<file path="config.mk">
export PLATFORM = sky130hd
export DESIGN_NAME = ddr_transmitter_24bit_flat
export DESIGN_NICKNAME = d
export VERILOG_FILES = /design/src/rtl/ddr_transmitter_24bit_pkg.sv /design/src/rtl/ddr_transmitter_24bit_if.sv /design/src/rtl/ddr_transmitter_24bit_ddr_out_1bit.sv /design/src/rtl/ddr_transmitter_24bit.sv /design/src/flat_wrapper.sv
export SDC_FILE = /design/constraint.sdc
export NUM_CORES = 1
export LEC_CHECK = 0
export BUFFER_PORTS_ARGS = -buffer_cell sky130_fd_sc_hd__buf_4
export CAP_MARGIN = 20
export CORE_ASPECT_RATIO = 1.4
export CORE_MARGIN = 2
export CORE_UTILIZATION = 30
export CTS_CLUSTER_DIAMETER = 100
export CTS_CLUSTER_SIZE = 25
export DETAILED_ROUTE_END_ITERATION = 8
export HOLD_SLACK_MARGIN = 0.02
export PLACE_DENSITY = 0.46
export SYNTH_ARGS = -nofsm -noshare
export SYNTH_HDL_FRONTEND = slang
export SYNTH_SLANG_ARGS = --single-unit
</file>
<file path="constraint.sdc">
create_clock -name CLK -period 4.2 [get_ports CLK]
set_clock_uncertainty 0.2 [all_clocks]
set_input_delay 0.42 -clock CLK [delete_from_list [all_inputs] [get_ports CLK]]
set_output_delay 0.42 -clock CLK [all_outputs]
set_load 0.01 [all_outputs]
</file>
<file path="src/rtl/ddr_transmitter_24bit_pkg.sv">
// rtl/ddr_transmitter_24bit_pkg.sv - shared link constants, state encoding and helpers
package ddr_transmitter_24bit_pkg;

    localparam logic [23:0] TRAIN_WORD = 24'hA5_5A0F;
    localparam logic [23:0] IDLE_WORD  = 24'h000000;
    localparam int          DDR_W      = 12;

    typedef enum logic [1:0] {
        ST_TRAIN = 2'd0,
        ST_IDLE  = 2'd1,
        ST_SEND  = 2'd2
    } tx_state_e;

    function automatic logic [15:0] sat_inc16(input logic [15:0] v);
        return (v == 16'hFFFF) ? v : v + 16'd1;
    endfunction

endpackage

</file>
<file path="src/rtl/ddr_transmitter_24bit_if.sv">
// rtl/ddr_transmitter_24bit_if.sv - producer-side valid/ready word handshake
interface ddr_transmitter_24bit_if;
    logic [23:0] DATA_IN;
    logic        DATA_VALID;
    logic        DATA_READY;

    modport master (output DATA_IN, output DATA_VALID, input DATA_READY);
    modport slave  (input DATA_IN, input DATA_VALID, output DATA_READY);
endinterface

</file>
<file path="src/rtl/ddr_transmitter_24bit_ddr_out_1bit.sv">
// rtl/ddr_transmitter_24bit_ddr_out_1bit.sv - one-bit DDR launch cell, d1 on rise, d2 on fall
module ddr_transmitter_24bit_ddr_out_1bit (
    input  logic clk,
    input  logic rst_n,
    input  logic d1,
    input  logic d2,
    output logic q
);
    // Each edge's flop stores its data XOR the other edge's flop, so the XOR
    // of both is the most recently launched bit with no clock-selected mux.
    logic rise_q, rise_d;
    logic fall_q, fall_d;

    always_comb begin
        rise_d = d1 ^ fall_q;
        fall_d = d2 ^ rise_q;
    end

    always_ff @(posedge clk or negedge rst_n) begin
        if (!rst_n) rise_q <= 1'b0;
        else        rise_q <= rise_d;
    end

    always_ff @(negedge clk or negedge rst_n) begin
        if (!rst_n) fall_q <= 1'b0;
        else        fall_q <= fall_d;
    end

    assign q = rise_q ^ fall_q;
endmodule

</file>
<file path="src/rtl/ddr_transmitter_24bit.sv">
// rtl/ddr_transmitter_24bit.sv - 24-bit word to 12-bit DDR transmitter with FIFO and training
module ddr_transmitter_24bit
    import ddr_transmitter_24bit_pkg::*;
#(
    parameter int          FIFO_DEPTH      = 4,
    parameter int          TRAIN_CYCLES    = 64,
    parameter logic [31:0] WORDS_SENT_INIT = 32'd0,
    parameter logic [15:0] UNDERRUNS_INIT  = 16'd0
) (
    input  logic                    CLK,
    input  logic                    RSTN,
    ddr_transmitter_24bit_if.slave  in_if,
    input  logic                    TRAIN_REQ,
    output logic                    TRAINING,
    output logic [DDR_W-1:0]        DDR_OUT,
    output logic                    DDR_CLK_OUT,
    output logic [31:0]             WORDS_SENT,
    output logic [15:0]             UNDERRUNS
);
    localparam int               PTR_W     = (FIFO_DEPTH > 1) ? $clog2(FIFO_DEPTH) : 1;
    localparam int               CNT_W     = $clog2(TRAIN_CYCLES + 1);
    localparam logic [PTR_W:0]   FULL_CNT  = (PTR_W + 1)'(FIFO_DEPTH);
    localparam logic [CNT_W-1:0] TRAIN_END = CNT_W'(TRAIN_CYCLES);

    tx_state_e        state_q, state_d;
    logic [CNT_W-1:0] train_cnt_q, train_cnt_d;
    logic [23:0]      fifo_mem_q [FIFO_DEPTH];
    logic [PTR_W-1:0] wr_ptr_q, wr_ptr_d;
    logic [PTR_W-1:0] rd_ptr_q, rd_ptr_d;
    logic [PTR_W:0]   fill_q, fill_d;
    logic [23:0]      tx_reg_q, tx_reg_d;
    logic             tx_train_q, tx_train_d;
    logic [11:0]      tx_hi_q, tx_hi_d;
    logic             training_q, training_d;
    logic [31:0]      words_q, words_d;
    logic [15:0]      under_q, under_d;
    logic             empty, full, ready, push, pop;

    assign empty = (fill_q == '0);
    assign full  = (fill_q == FULL_CNT);
    assign ready = !full && (state_q != ST_TRAIN);
    assign push  = in_if.DATA_VALID && ready;

    assign in_if.DATA_READY = ready;
    assign TRAINING         = training_q;
    assign WORDS_SENT       = words_q;
    assign UNDERRUNS        = under_q;

    always_comb begin
        state_d     = state_q;
        train_cnt_d = train_cnt_q;
        tx_reg_d    = IDLE_WORD;
        tx_train_d  = 1'b0;
        pop         = 1'b0;
        under_d     = under_q;
        if (TRAIN_REQ) begin
            state_d     = ST_TRAIN;
            train_cnt_d = CNT_W'(1);
            tx_reg_d    = TRAIN_WORD;
            tx_train_d  = 1'b1;
        end else begin
            case (state_q)
                ST_TRAIN: begin
                    if (train_cnt_q == TRAIN_END) begin
                        pop     = !empty;
                        state_d = empty ? ST_IDLE : ST_SEND;
                    end else begin
                        train_cnt_d = train_cnt_q + CNT_W'(1);
                        tx_reg_d    = TRAIN_WORD;
                        tx_train_d  = 1'b1;
                    end
                end
                ST_IDLE: begin
                    pop     = !empty;
                    state_d = empty ? ST_IDLE : ST_SEND;
                end
                ST_SEND: begin
                    pop = !empty;
                    if (empty) begin
                        state_d = ST_IDLE;
                        under_d = sat_inc16(under_q);
                    end
                end
                default: state_d = ST_TRAIN;
            endcase
        end

        // A pop always lands the FIFO head in TX_REG; idle/training fill never counts.
        words_d = words_q;
        if (pop) begin
            tx_reg_d = fifo_mem_q[rd_ptr_q];
            words_d  = words_q + 32'd1;
        end

        wr_ptr_d   = push ? wr_ptr_q + PTR_W'(1) : wr_ptr_q;
        rd_ptr_d   = pop  ? rd_ptr_q + PTR_W'(1) : rd_ptr_q;
        fill_d     = fill_q + {{PTR_W{1'b0}}, push} - {{PTR_W{1'b0}}, pop};
        // Upper half must be held a cycle so the fall launch sees the same word as the rise.
        tx_hi_d    = tx_reg_q[23:12];
        training_d = tx_train_q;
    end

    always_ff @(posedge CLK or negedge RSTN) begin
        if (!RSTN) begin
            state_q     <= ST_TRAIN;
            train_cnt_q <= '0;
            wr_ptr_q    <= '0;
            rd_ptr_q    <= '0;
            fill_q      <= '0;
            tx_reg_q    <= IDLE_WORD;
            tx_train_q  <= 1'b0;
            tx_hi_q     <= '0;
            training_q  <= 1'b0;
            words_q     <= WORDS_SENT_INIT;
            under_q     <= UNDERRUNS_INIT;
        end else begin
            state_q     <= state_d;
            train_cnt_q <= train_cnt_d;
            wr_ptr_q    <= wr_ptr_d;
            rd_ptr_q    <= rd_ptr_d;
            fill_q      <= fill_d;
            tx_reg_q    <= tx_reg_d;
            tx_train_q  <= tx_train_d;
            tx_hi_q     <= tx_hi_d;
            training_q  <= training_d;
            words_q     <= words_d;
            under_q     <= under_d;
        end
    end

    always_ff @(posedge CLK) begin
        if (push) fifo_mem_q[wr_ptr_q] <= in_if.DATA_IN;
    end

    for (genvar i = 0; i < DDR_W; i++) begin : g_ddr_data
        ddr_transmitter_24bit_ddr_out_1bit u_ddr_out_1bit (
            .clk   (CLK),
            .rst_n (RSTN),
            .d1    (tx_reg_q[i]),
            .d2    (tx_hi_q[i]),
            .q     (DDR_OUT[i])
        );
    end

    ddr_transmitter_24bit_ddr_out_1bit u_ddr_clk_out (
        .clk   (CLK),
        .rst_n (RSTN),
        .d1    (1'b1),
        .d2    (1'b0),
        .q     (DDR_CLK_OUT)
    );
endmodule

</file>
<file path="src/flat_wrapper.sv">
// flat-port wrapper written by rule: the top's interface ports become plain ports
module ddr_transmitter_24bit_flat import ddr_transmitter_24bit_pkg::*;
#(
    parameter int          FIFO_DEPTH      = 4,
    parameter int          TRAIN_CYCLES    = 64,
    parameter logic [31:0] WORDS_SENT_INIT = 32'd0,
    parameter logic [15:0] UNDERRUNS_INIT  = 16'd0
)
  (CLK, RSTN, TRAIN_REQ, TRAINING, DDR_OUT, DDR_CLK_OUT, WORDS_SENT, UNDERRUNS, in_if_DATA_IN, in_if_DATA_VALID, in_if_DATA_READY);
  ddr_transmitter_24bit_if in_if_i ();
  input  logic CLK;
  input  logic RSTN;
  input  logic TRAIN_REQ;
  output logic TRAINING;
  output logic [DDR_W-1:0] DDR_OUT;
  output logic DDR_CLK_OUT;
  output logic [31:0] WORDS_SENT;
  output logic [15:0] UNDERRUNS;
  input wire logic [$bits(in_if_i.DATA_IN)-1:0] in_if_DATA_IN;
  input wire logic [$bits(in_if_i.DATA_VALID)-1:0] in_if_DATA_VALID;
  output wire logic [$bits(in_if_i.DATA_READY)-1:0] in_if_DATA_READY;
  assign in_if_i.DATA_IN = in_if_DATA_IN;
  assign in_if_i.DATA_VALID = in_if_DATA_VALID;
  assign in_if_DATA_READY = in_if_i.DATA_READY;
  ddr_transmitter_24bit #(.FIFO_DEPTH(FIFO_DEPTH), .TRAIN_CYCLES(TRAIN_CYCLES), .WORDS_SENT_INIT(WORDS_SENT_INIT), .UNDERRUNS_INIT(UNDERRUNS_INIT)) u_core (.CLK(CLK), .RSTN(RSTN), .in_if(in_if_i), .TRAIN_REQ(TRAIN_REQ), .TRAINING(TRAINING), .DDR_OUT(DDR_OUT), .DDR_CLK_OUT(DDR_CLK_OUT), .WORDS_SENT(WORDS_SENT), .UNDERRUNS(UNDERRUNS));
endmodule
</file>
# Word-level counts from Yosys, hierarchy flattened
# Memories as Yosys holds them, arrays and structs flattened.
# Index checks and enable logic that the tools add are counted.
totals:
  regBits: 128
  latch_bits: 0
  mem_bits_rw: 96
  romBits: 0
  in_bits: 28
  out_inout_bits: 63
  word_cells: 125
  memories: 1
memory_table:
  columns: ["memory", "depth", "word_bits", "read_ports", "rd_clocked_by_memory_dff", "wr", "line", "source"]
  rows:
  - ["u_core.fifo_mem_q", 4, 24, 1, 0, 1, "ddr_transmitter_24bit.sv:27", "logic [23:0] fifo_mem_q [FIFO_DEPTH];"]
op_classes:
  addsub: 7
  multipliers: 0
  div: 0
  order_cmp: 0
  n_eq_ne: 8
  shifts: 0
  n_mux: 20
  bitwise: 40
  reduce_logical: 12
ops:
  columns: ["cell", "n"]
  rows:
  - ["$mux 24", 4]
  - ["$xor 1x1->1", 37]
  - ["$add 32x1->32 const B", 1]
  - ["$mux 7", 3]
  - ["$add 16x1->16 const B", 1]
  - ["$eq 16x16->1 const B", 1]
  - ["$mux 2", 4]
  - ["$add 7x1->7 const B", 1]
  - ["$eq 7x7->1 const B", 1]
  - ["$mux 1", 7]
  - ["$ne 3x2->1 const B", 2]
  - ["$pmux 2 s3", 1]
  - ["$add 2x1->2 const B", 2]
  - ["$reduce_and 2->1", 2]
  - ["$reduce_and 4->1", 1]
  - ["$reduce_bool 2->1", 2]
  - ["$add 3x1->3", 1]
  - ["$eq 3x3->1 const B", 1]
  - ["$logic_not 3->1", 1]
  - ["$not 1->1", 3]
  - ["$sub 3x1->3", 1]
  - ["$eq 2x1->1 const B", 1]
  - ["$eq 2x2->1 const B", 1]
  - ["$logic_and 1x1->1", 2]
  - ["other kinds (5)", 6]

# Logic depth before layout (Yosys ltp)
# Gate-level depths: netlist (run 1).
depth:
  depth_word: 6
  ltp_mapped: 16
  ltp_nobuf: 13

# By module
# A second synthesis (run 1) with hierarchy kept.
unflattened:
  hier_cells: 542
  area_unflattened_um2: 8722.1
by_module_without_submodules:
  columns: ["mod", "n_inst", "cells_per_inst", "area_each_um2", "seq_area_each_um2"]
  rows:
  - ["ddr_transmitter_24bit", 1, 477, 7729.9, 5435.2]
  - ["ddr_transmitter_24bit_ddr_out_1bit", 13, 5, 76.3, 50.0]

==> results by group, run 1 <==
Yosys
  • Fraction of post-synthesis cell area in the top cell type by area: 31.8%
  • Fraction of registers with async set/reset: 57.1%
  • Post-synth top cells: dfrtp_1, edfxtp_1, xor2_1, mux4_2, xnor2_1
  • Count leader, synth: dfrtp_1
  • Number of flops mapped to enable cells by yosys: 96
  • Top area cells in the synthesized netlist: edfxtp_1, dfrtp_1, xor2_1
  • Area of the mapped netlist: 9070 um2
  • Top flip-flop cell by instance count after synthesis: dfrtp_1
  • Top cell type by total area after synthesis: edfxtp_1
  • Cells after Synth: 583
  • Count of synthesis-stage warnings from yosys: 0
  • Synthesized netlist net count: 626
  • Number of unique standard cell types used by synthesis: 47
  • Number of flip-flops and latches in the synthesized netlist: 224
  • Part of the Yosys area used for sequential elements: 67.1%
  • Average instance area after synthesis: 15.6 um2

Placed design
  • Port Buf Inserts: 90
  • Placed wire-length estimate after detailed placement: 12,300 um
  • Routability congestion estimate from global placement: 0.727

CTS
  • Clock transition at the registers of the reported paths: 0.10 ns
  • CTS resizes: 0
  • Clock tree from TritonCTS: built
  • Number of buffers added by the clock tree synthesis step: 12
  • Worst-skew pair later-pin latency: 0.49 ns
  • Clock buffer depth: 3
  • Cell chosen for the clock root: clkbuf_16
  • Clock sink count: 224
  • Maximum level of the CTS H-tree: 1
  • Setup repair bufs after CTS: 0

Power
  • Net Sw Frac: 31.5%
  • Static leakage: 4.40 nW
  • Proportion of power drawn by combinational gates: 27.5%
  • Power Dens Cells: 565 nW/um2
  • Max VDD drop: 286 uV
  • Total internal power: 4.16 mW
  • Clock network fraction of total power: 20.9%
  • Net load switching power: 1.91 mW
  • Share of total power in sequential cells: 51.6%

Floorplanning
  • Horizontal die dimension: 151 um
  • Num ports: 91
  • Core region area: 29,800 um2
  • Overall die area: 31,700 um2
  • Effective utilization at floorplan: 30.4%
  • Standard-cell row count: 75
  • Floorplan die height: 210 um

Min path
  • Worst min path class: register to register
  • Depth of the worst hold-timing path: 0

Global route
  • Global route overflow: 0
  • First-pass GRT wire length: 29,800 um
  • Maximum number of pins on one net before global-route repair: 52
  • Vias in the first global route: 5,332
  • Antenna violations before repair: 0
  • Overall routing resource usage: 12.0%

Timing
  • Hold Vio Cnt, Final: 0
  • Total Neg Setup Slack: 0 ns
  • Max-slew violations: 0
  • Setup repair after global routing missed its margin: no
  • Max-Slew Margin vs Limit: 38.7%
  • Number of failing setup endpoints in the final timing report: 0
  • Worst-Margin Slew: 0.911 ns

Worst setup path
  • Reg-to-reg slack, setup: 0.58 ns
  • List of cells traversed by the critical path: xor2_1, buf_4
  • Critical path data arrival time: 3.43 ns
  • Worst Reg-to-Reg Cells: 11
  • Logic depth of the worst setup path including buffers: 2
  • Worst EP required: 3.58 ns
  • Combined buffer and inverter count along the critical path: 1
  • Startpoint class of the critical path: register
  • Crit-path max FO: 2
  • Kind of critical path: register to output pin
  • Library cell contributing the largest single delay on the critical path: dfrtn_1
  • Kind of capture point of the worst setup path: output pin
  • CP max stage delay: 0.45 ns
  • Gate family responsible for the most delay along the worst path: flip-flops

Layout
  • Antenna diode count: 0
  • Area Growth Syn to Fin: 18.4%
  • Filler Cell Count: 2,866
  • Final nets: 733
  • Fin util: 36.0%
  • Fraction of layout instances using a drive strength above 1: 22.4%

Run
  • Total of max-cap violations: 0

Detailed routing
  • Total DRC errors in the routed layout: 0
  • Detailed router's first-iteration violation count: 272
  • Vias after detailed routing: 4,993
  • DRT Wirelength: 18,900 um
  • Via count normalized by instance count: 4.62
  • Routed length per placed instance: 17.5 um
  • Post-detailed-route count of antenna-violating nets: 0
  • Initial DRT Pass Iterations: 7

Outcome
  • Result of the run: finished, final reports clean
-- layout by cell type, fill, tap and decap left out, types with 2 or more instances in the layout --
cell	instances
a21oi_1	3
and2_1	14
and3_1	14
and4_1	8
buf_4	99
clkbuf_1	7
clkbuf_16	13
dfrtn_1	13
dfrtp_1	114
dlygate4sd3_1	26
edfxtp_1	96
ha_1	14
inv_1	14
mux2_1	3
mux2i_1	2
mux4_2	24
nand2_1	18
nand2b_1	4
nand3_1	16
nand4_1	16
nor2_1	11
nor3_1	12
nor3b_1	3
nor4_1	2
nor4_2	13
nor4b_2	2
o211ai_1	7
o21a_1	12
o21ai_0	2
o21ai_1	4
xnor2_1	20
xor2_1	73
-- area by class of cell --
cell class | instances | area, um2 | share of cell area [%]
flip-flops and latches | 224 | 6090 | 56.7
multi-input cells | 311 | 2750 | 25.6
repair buffers | 126 | 1010 | 9.45
well taps | 385 | 482 | 4.49
clock buffers | 20 | 352 | 3.27
inverters | 15 | 56.3 | 0.524
-- through the flow --
| stage | area, um2 | total power [mW] | hold slack (ns) | setup slack [ns] | cells |
|---|---|---|---|---|---|
| 2_1_floorplan | 9070 | 4.33 | -0.0756 | 0.805 | 583 |
| 3_3_place_gp | 10100 | 4.82 | 0.137 | 0.619 | 1035 |
| 3_5_place_dp | 10100 | 4.89 | 0.135 | 0.590 | 1035 |
| 4_1_cts | 10700 | 6.21 | 0.157 | 0.0936 | 1081 |
| 5_1_grt | 10700 | 6.46 | 0.164 | 0.0774 | 1081 |
| 6_report | 10700 | 6.06 | 0.150 | 0.148 | 1081 |
-- registers in the layout (all words and copies together) (netlist names) --
signal / cells
u_core.WORDS_SENT: 32
u_core.rd_ptr_q: 2
u_core.u_ddr_clk_out.fall_q: 1
u_core.tx_hi_q: 12
u_core.g_ddr_data.u_ddr_out_1bit.rise_q: 12
u_core.TRAINING: 1
u_core.UNDERRUNS: 16
u_core.train_cnt_q: 7
u_core.fifo_mem_q: 96
u_core.u_ddr_clk_out.rise_q: 1
u_core.fill_q: 3
u_core.wr_ptr_q: 2
u_core.training_d: 1
u_core.g_ddr_data.u_ddr_out_1bit.fall_q: 12
u_core.state_q: 2
u_core.tx_reg_q: 24
-- timing repair --
action                     CTS  global route
hold buffers                26             0
setup endpoints to repair    0             0
hold endpoints to repair   139             0
-- worst paths after layout --
path / startpoint / to
min in group asynchronous: RSTN / u_core.tx_reg_q[9]
min: u_core.tx_reg_q[15] / u_core.tx_hi_q[3]
max reg2reg: u_core.train_cnt_q[2] / u_core.fill_q[2]
max in group asynchronous: RSTN / u_core.g_ddr_data[10].u_ddr_out_1bit.fall_q
max: u_core.g_ddr_data[3].u_ddr_out_1bit.fall_q / DDR_OUT[3]
min reg2reg: u_core.tx_reg_q[15] / u_core.tx_hi_q[3]
-- metal layers --
layer  track usage (%)  wire length, um  up-vias
met5                 0                0        -
met4              3.58              357        0
met3              2.15              829       22
met2              21.8             9910       91
met1              14.4             7770     2580
li1                  -                -     2300
-- cell families (layout without fill, tap and decap cells) --
group	after synthesis	after routing	share of synthesized area (%)
flip-flops	224	224	67.1
multiplexers	30	30	6.68
buffers and inverters	48	161	2.61
AND/OR/NAND/NOR	140	140	9.99
adder cells (fa/ha/maj)	15	15	2.15
AO/OA/AOI/OAI	33	33	2.48
XOR/XNOR	93	93	8.98
-- power by group through the flow --
stage          combinational [mW]  sequential (mW)  clock, mW
2_1_floorplan                1.32             3.01          0
4_1_cts                      1.72             3.15       1.34
3_3_place_gp                 1.65             3.17          0
6_report                     1.67             3.13       1.27
3_5_place_dp                 1.70             3.19          0
5_1_grt                      1.84             3.20       1.42
Note: power is estimated with default switching activity, not from simulation.
==> run 2: changes to the inputs <==
BUFFER_PORTS_ARGS = default   (was -buffer_cell sky130_fd_sc_hd__buf_4)
DONT_BUFFER_PORTS = 1   (was default)
PLACE_DENSITY = 0.44   (was 0.46)
==> results by group, run 2 (same netlist as run 1, synthesis figures left out) <==
Outcome
  • Result of the run: finished, final reports clean

Detailed routing
  • Routed length per placed instance: 19.2 um (+9.9%)
  • Initial DRT Pass Iterations: 4 (-3)
  • Vias after detailed routing: 4,668 (-6.5%)
  • Via count normalized by instance count: 4.70 (+1.8%)
  • Post-detailed-route count of antenna-violating nets: 0 (unchanged)
  • DRT Wirelength: 19,000 um (+0.93%)
  • Total DRC errors in the routed layout: 0 (unchanged)
  • Detailed router's first-iteration violation count: 276 (+1.5%)

Layout
  • Antenna diode count: 0 (unchanged)
  • Most common cell after layout, fill and taps aside: dfrtp_1
  • Final nets: 645 (-12%)
  • Largest register FFs: 96 (unchanged)
  • Register bank with the most flops: u_core.fifo_mem_q
  • Area Growth Syn to Fin: 11.7%
  • Most frequent cells in the layout: dfrtp_1, edfxtp_1, xor2_1
  • Fraction of layout instances using a drive strength above 1: 11.5% (-11 points)

Timing
  • Number of failing setup endpoints in the final timing report: 0 (unchanged)
  • Worst-Margin Slew: 0.913 ns (+0.00132 ns)
  • Max-Slew Margin vs Limit: 38.6% (-0.089 points)
  • Setup repair after global routing missed its margin: no
  • Max-slew violations: 0 (unchanged)
  • Final worst setup slack: 0.264 ns (+0.116 ns)
  • Total Neg Setup Slack: 0 ns (unchanged)
  • Hold Vio Cnt, Final: 0 (unchanged)

Floorplanning
  • Floorplan die height: 210 um (unchanged)
  • Overall die area: 31,700 um2 (unchanged)
  • Horizontal die dimension: 151 um (unchanged)
  • Effective utilization at floorplan: 30.4% (unchanged)
  • Core region area: 29,800 um2 (unchanged)
  • Standard-cell row count: 75 (unchanged)
  • Num ports: 91 (unchanged)

Worst setup path
  • CP max stage delay: 0.45 ns (about the same)
  • Gate family responsible for the most delay along the worst path: flip-flops
  • Worst EP required: 3.58 ns (about the same)
  • Combined buffer and inverter count along the critical path: 0 (-1)
  • Startpoint class of the critical path: register
  • Crit-path max FO: 2 (unchanged)
  • List of cells traversed by the critical path: xor2_1
  • Kind of capture point of the worst setup path: output pin
  • Library cell contributing the largest single delay on the critical path: dfrtn_1
  • Critical path data arrival time: 3.32 ns (-0.11 ns)
  • Kind of critical path: register to output pin

CTS
  • Cell chosen for the clock root: clkbuf_16
  • Setup repair bufs after CTS: 0 (unchanged)
  • Clock tree from TritonCTS: built
  • Clock transition at the registers of the reported paths: 0.10 ns (about the same)
  • Maximum level of the CTS H-tree: 1 (unchanged)
  • Worst-skew pair later-pin latency: 0.49 ns (about the same)
  • Number of buffers added by the clock tree synthesis step: 13 (+1)
  • Clock sink count: 224 (unchanged)
  • Clock buffer depth: 3 (unchanged)

Global route
  • Maximum number of pins on one net before global-route repair: 116 (+120%)
  • Vias in the first global route: 5,167 (-3.1%)
  • First-pass GRT wire length: 29,900 um (+0.46%)
  • Overall routing resource usage: 12.2% (+0.20 points)
  • Antenna violations before repair: 0 (unchanged)
  • Global route overflow: 0 (unchanged)

Power
  • Max VDD drop: 403 uV (+41%)
  • Power Dens Cells: 585 nW/um2 (+3.6%)
  • Static leakage: 3.98 nW (-9.6%)
  • Final Total Pwr: 5.93 mW (-2.2%)

Placed design
  • Port Buf Inserts: 0 (-100%)
  • Placed wire-length estimate after detailed placement: 11,600 um (-5.3%)
  • Routability congestion estimate from global placement: 0.723 (-0.62%)
  • Post-placement setup slack: 0.780 ns (+0.190 ns)

Min path
  • Worst min path class: input port to register

Run
  • Total of max-cap violations: 0 (unchanged)
run 2: changes by cell type in the layout (fill, tap and decap cells not counted), sizes merged:
cell and change:
buf -89, bufinv +1, clkbuf -2, clkinv +1, inv +1
run 2: final cells by class:
| class | instances | area (um2) |
|---|---|---|
| Multi-Input combinational cell | 311 | 2750 |
| Clock inverter | 3 | 55.1 |
| Timing Repair Buffer | 37 | 363 |
| Inverter | 15 | 56.3 |
| Tap cell | 385 | 482 |
| Sequential cell | 224 | 6090 |
| Clock buffer | 18 | 344 |
| Fill cell | 2891 | 19700 |
run 2: path summary, 6_finish.rpt:
check | endpoint | cells past startpoint | slack, ns | startpoint
setup / recovery | DDR_OUT[8] | 1 | 0.26 | u_core.g_ddr_data[8].u_ddr_out_1bit.fall_q
hold / removal | u_core.fifo_mem_q[0][9] | 1 | 0.12 | in_if_DATA_VALID
setup reg to reg | u_core.fill_q[2] | 11 | 0.92 | u_core.train_cnt_q[2]
hold reg to reg | u_core.tx_hi_q[8] | 0 | 0.15 | u_core.tx_reg_q[20]
max in group asynchronous | u_core.g_ddr_data[2].u_ddr_out_1bit.fall_q | 0 | 2.27 | RSTN
min in group asynchronous | u_core.UNDERRUNS[10] | 2 | 0.41 | RSTN
run 2: repair_timing:
item                      in CTS  in global routing
hold endpoints to repair     221                  0
hold buffers                  27                  0
resized for setup              0                  0
run 2: layer usage:
metal / global-route usage, % / wire length (um)
met5: 0 / 0
met4: 3.13 / 333
met2: 21.9 / 9850
met3: 2.54 / 1080
met1: 14.8 / 7780
run 2: where the power goes:
part,switching [mW],leakage [nW],internal (mW)
combinational,0.741,1.31,0.636
clock,0.732,0.194,0.656
sequential,0.426,2.48,2.74
run 2: per-stage QoR:
stage               hold WS [ns]  area, um2  utilization [%]  instances
global route               0.110      10100             34.0        993
floorplan                -0.0756       9070                -        583
finish                     0.124      10100             34.0        993
CTS                        0.100      10100             34.0        993
global placement         -0.0712       9450             31.7        945
detailed placement       -0.0670       9450             31.7        945
==> run 3: changes to the inputs <==
CTS_BUF_LIST = sky130_fd_sc_hd__clkbuf_16   (was default)
==> results by group, run 3 (same netlist as run 1, synthesis figures left out) <==
Timing
  • Hold Vio Cnt, Final: 0 (unchanged)
  • Worst-Margin Slew: 0.913 ns (unchanged)
  • Number of failing setup endpoints in the final timing report: 0 (unchanged)
  • Total Neg Setup Slack: 0 ns (unchanged)
  • Setup repair after global routing missed its margin: no
  • Worst hold margin: 0.124 ns (+0.000306 ns)
  • Final worst setup slack: 0.264 ns (-0.000414 ns)
  • Max-slew violations: 0 (unchanged)
  • Max-Slew Margin vs Limit: 38.6% (unchanged)

Detailed routing
  • Routed length per placed instance: 19.2 um (about the same)
  • Detailed router's first-iteration violation count: 254 (-8.0%)
  • Post-detailed-route count of antenna-violating nets: 0 (unchanged)
  • Length of routed wiring on met1: 7810 um (+0.31%)
  • Via count normalized by instance count: 4.70 (about the same)
  • DRT Wirelength: 19,100 um (about the same)
  • Met2 Routed Length: 9840 um (about the same)
  • Initial DRT Pass Iterations: 4 (unchanged)
  • Top routing layer in use: met4
  • Routed wire length on met3: 1080 um (unchanged)
  • Total DRC errors in the routed layout: 0 (unchanged)
  • Vias after detailed routing: 4,671 (+0.064%)

Layout
  • Most common cell after layout, fill and taps aside: dfrtp_1
  • Final nets: 645 (unchanged)
  • Largest register FFs: 96 (unchanged)
  • Filler Cell Count: 2,891 (unchanged)
  • Antenna diode count: 0 (unchanged)
  • Fin util: 34.0% (unchanged)
  • Fraction of layout instances using a drive strength above 1: 11.5% (unchanged)
  • Most frequent cells in the layout: dfrtp_1, edfxtp_1, xor2_1
  • Register bank with the most flops: u_core.fifo_mem_q
  • Area taken by flip-flops and latches: 6090 um2 (unchanged)
  • Footprint of the multi-input gates: 2750 um2 (unchanged)
  • Area Growth Syn to Fin: 11.7% (unchanged)

Power
  • Final Total Pwr: 5.92 mW (-0.19%)
  • Max VDD drop: 404 uV (+0.11%)
  • Net load switching power: 1.90 mW (about the same)
  • Clock network fraction of total power: 23.3% (about the same)
  • Share of total power in sequential cells: 53.5% (about the same)
  • Static leakage: 4.00 nW (+0.52%)
  • Proportion of power drawn by combinational gates: 23.3% (about the same)
  • Total internal power: 4.02 mW (-0.30%)
  • Net Sw Frac: 32.1% (+0.075 points)
  • Power Dens Cells: 584 nW/um2 (-0.19%)

CTS
  • Maximum level of the CTS H-tree: 1 (unchanged)
  • Clock tree from TritonCTS: built
  • Number of buffers added by the clock tree synthesis step: 13 (unchanged)
  • Clock buffer depth: 3 (unchanged)
  • CTS resizes: 0 (unchanged)
  • Cell chosen for the clock root: clkbuf_16
  • Clock transition at the registers of the reported paths: 0.10 ns (about the same)
  • Worst-skew pair later-pin latency: 0.49 ns (about the same)
  • Clock sink count: 224 (unchanged)

Min path
  • Depth of the worst hold-timing path: 1 (unchanged)
  • Worst Hold Path EP: u_core.fifo_mem_q[0][9]
  • Launch point of the worst hold path: in_if_DATA_VALID
  • Worst min path class: input port to register

Floorplanning
  • Standard-cell row count: 75 (unchanged)
  • Horizontal die dimension: 151 um (unchanged)
  • Core region area: 29,800 um2 (unchanged)
  • Overall die area: 31,700 um2 (unchanged)
  • Num ports: 91 (unchanged)
  • Effective utilization at floorplan: 30.4% (unchanged)
  • Floorplan die height: 210 um (unchanged)

Global route
  • Vias in the first global route: 5,163 (-0.077%)
  • Overall routing resource usage: 12.2% (about the same)
  • Maximum number of pins on one net before global-route repair: 116 (unchanged)
  • Antenna violations before repair: 0 (unchanged)
  • First-pass GRT wire length: 29,900 um (about the same)
  • Global route overflow: 0 (unchanged)

Worst setup path
  • R2r startpoint: u_core.train_cnt_q[2]
  • Kind of capture point of the worst setup path: output pin
  • Kind of critical path: register to output pin
  • Library cell contributing the largest single delay on the critical path: dfrtn_1
  • List of cells traversed by the critical path: xor2_1
  • Logic depth of the worst setup path including buffers: 1 (unchanged)
  • Crit-path max FO: 2 (unchanged)
  • Startpoint class of the critical path: register
  • CP max stage delay: 0.45 ns (about the same)
  • Combined buffer and inverter count along the critical path: 0 (unchanged)
  • Capture instance of the worst register-to-register path: u_core.fill_q[2]
  • Critical path data arrival time: 3.32 ns (about the same)
  • Worst EP required: 3.58 ns (about the same)
  • Gate family responsible for the most delay along the worst path: flip-flops
  • Worst Reg-to-Reg Cells: 11 (unchanged)
  • Reg-to-reg slack, setup: 0.92 ns (about the same)

Placed design
  • Placed wire-length estimate after detailed placement: 11,600 um (unchanged)
  • Routability congestion estimate from global placement: 0.723 (unchanged)
  • Post-placement setup slack: 0.780 ns (unchanged)
  • Port Buf Inserts: 0 (unchanged)

Outcome
  • Result of the run: finished, final reports clean

Run
  • Total of max-cap violations: 0 (unchanged)
==> run 3: cell count changes in the layout (fill, tap and decap cells not counted) <==
cell,before,now
inv_1,14,19
clkbuf_1,5,0
==> run 3: worst max path at each step <==
stage | slack [ns] | to | from
2_1_floorplan | 0.81 | DDR_OUT[0] | u_core.g_ddr_data[0].u_ddr_out_1bit.fall_q
3_5_place_dp | 0.78 | DDR_OUT[0] | u_core.g_ddr_data[0].u_ddr_out_1bit.fall_q
3_3_place_gp | 0.79 | DDR_OUT[8] | u_core.g_ddr_data[8].u_ddr_out_1bit.fall_q
6_report | 0.26 | DDR_OUT[8] | u_core.g_ddr_data[8].u_ddr_out_1bit.fall_q
4_1_cts | 0.22 | DDR_OUT[8] | u_core.g_ddr_data[8].u_ddr_out_1bit.fall_q
5_1_grt | 0.19 | DDR_OUT[7] | u_core.g_ddr_data[7].u_ddr_out_1bit.fall_q
==> run 3: power groups by stage <==
stage | clock network [mW] | registers, mW | logic, mW
3_5_place_dp | 0 | 3.24 | 1.35
5_1_grt | 1.53 | 3.24 | 1.53
2_1_floorplan | 0 | 3.01 | 1.32
3_3_place_gp | 0 | 3.22 | 1.31
6_report | 1.38 | 3.16 | 1.38
4_1_cts | 1.46 | 3.19 | 1.42
==> run 3: stage by stage <==
step / cells / cell area (um2)
floorplan: 583 / 9070
global placement: 945 / 9450
detailed placement: 945 / 9450
CTS: 993 / 10100
global route: 993 / 10100
finish: 993 / 10100
==> run 3: routing by layer <==
| metal | up-vias | GRT usage (%) |
|---|---|---|
| met5 | - | 0 |
| li1 | 2135 | - |
| met3 | 19 | 2.54 |
| met4 | 0 | 3.13 |
| met1 | 2417 | 14.9 |
| met2 | 100 | 21.9 |
==> run 3: repair_timing <==
action	in CTS	in global routing
endpoints found under the hold margin	221	0
hold buffers	27	0
buffers inserted	0	0
setup endpoints to repair	0	0
==> run 3: area by class of cell <==
cell class              count  share of cell area, %
well taps                 385                   4.75
multi-input cells         311                   27.1
clock inverters             8                  0.728
flip-flops and latches    224                   60.1
clock buffers              13                   3.21
inverters                  15                  0.556
repair buffers             37                   3.58
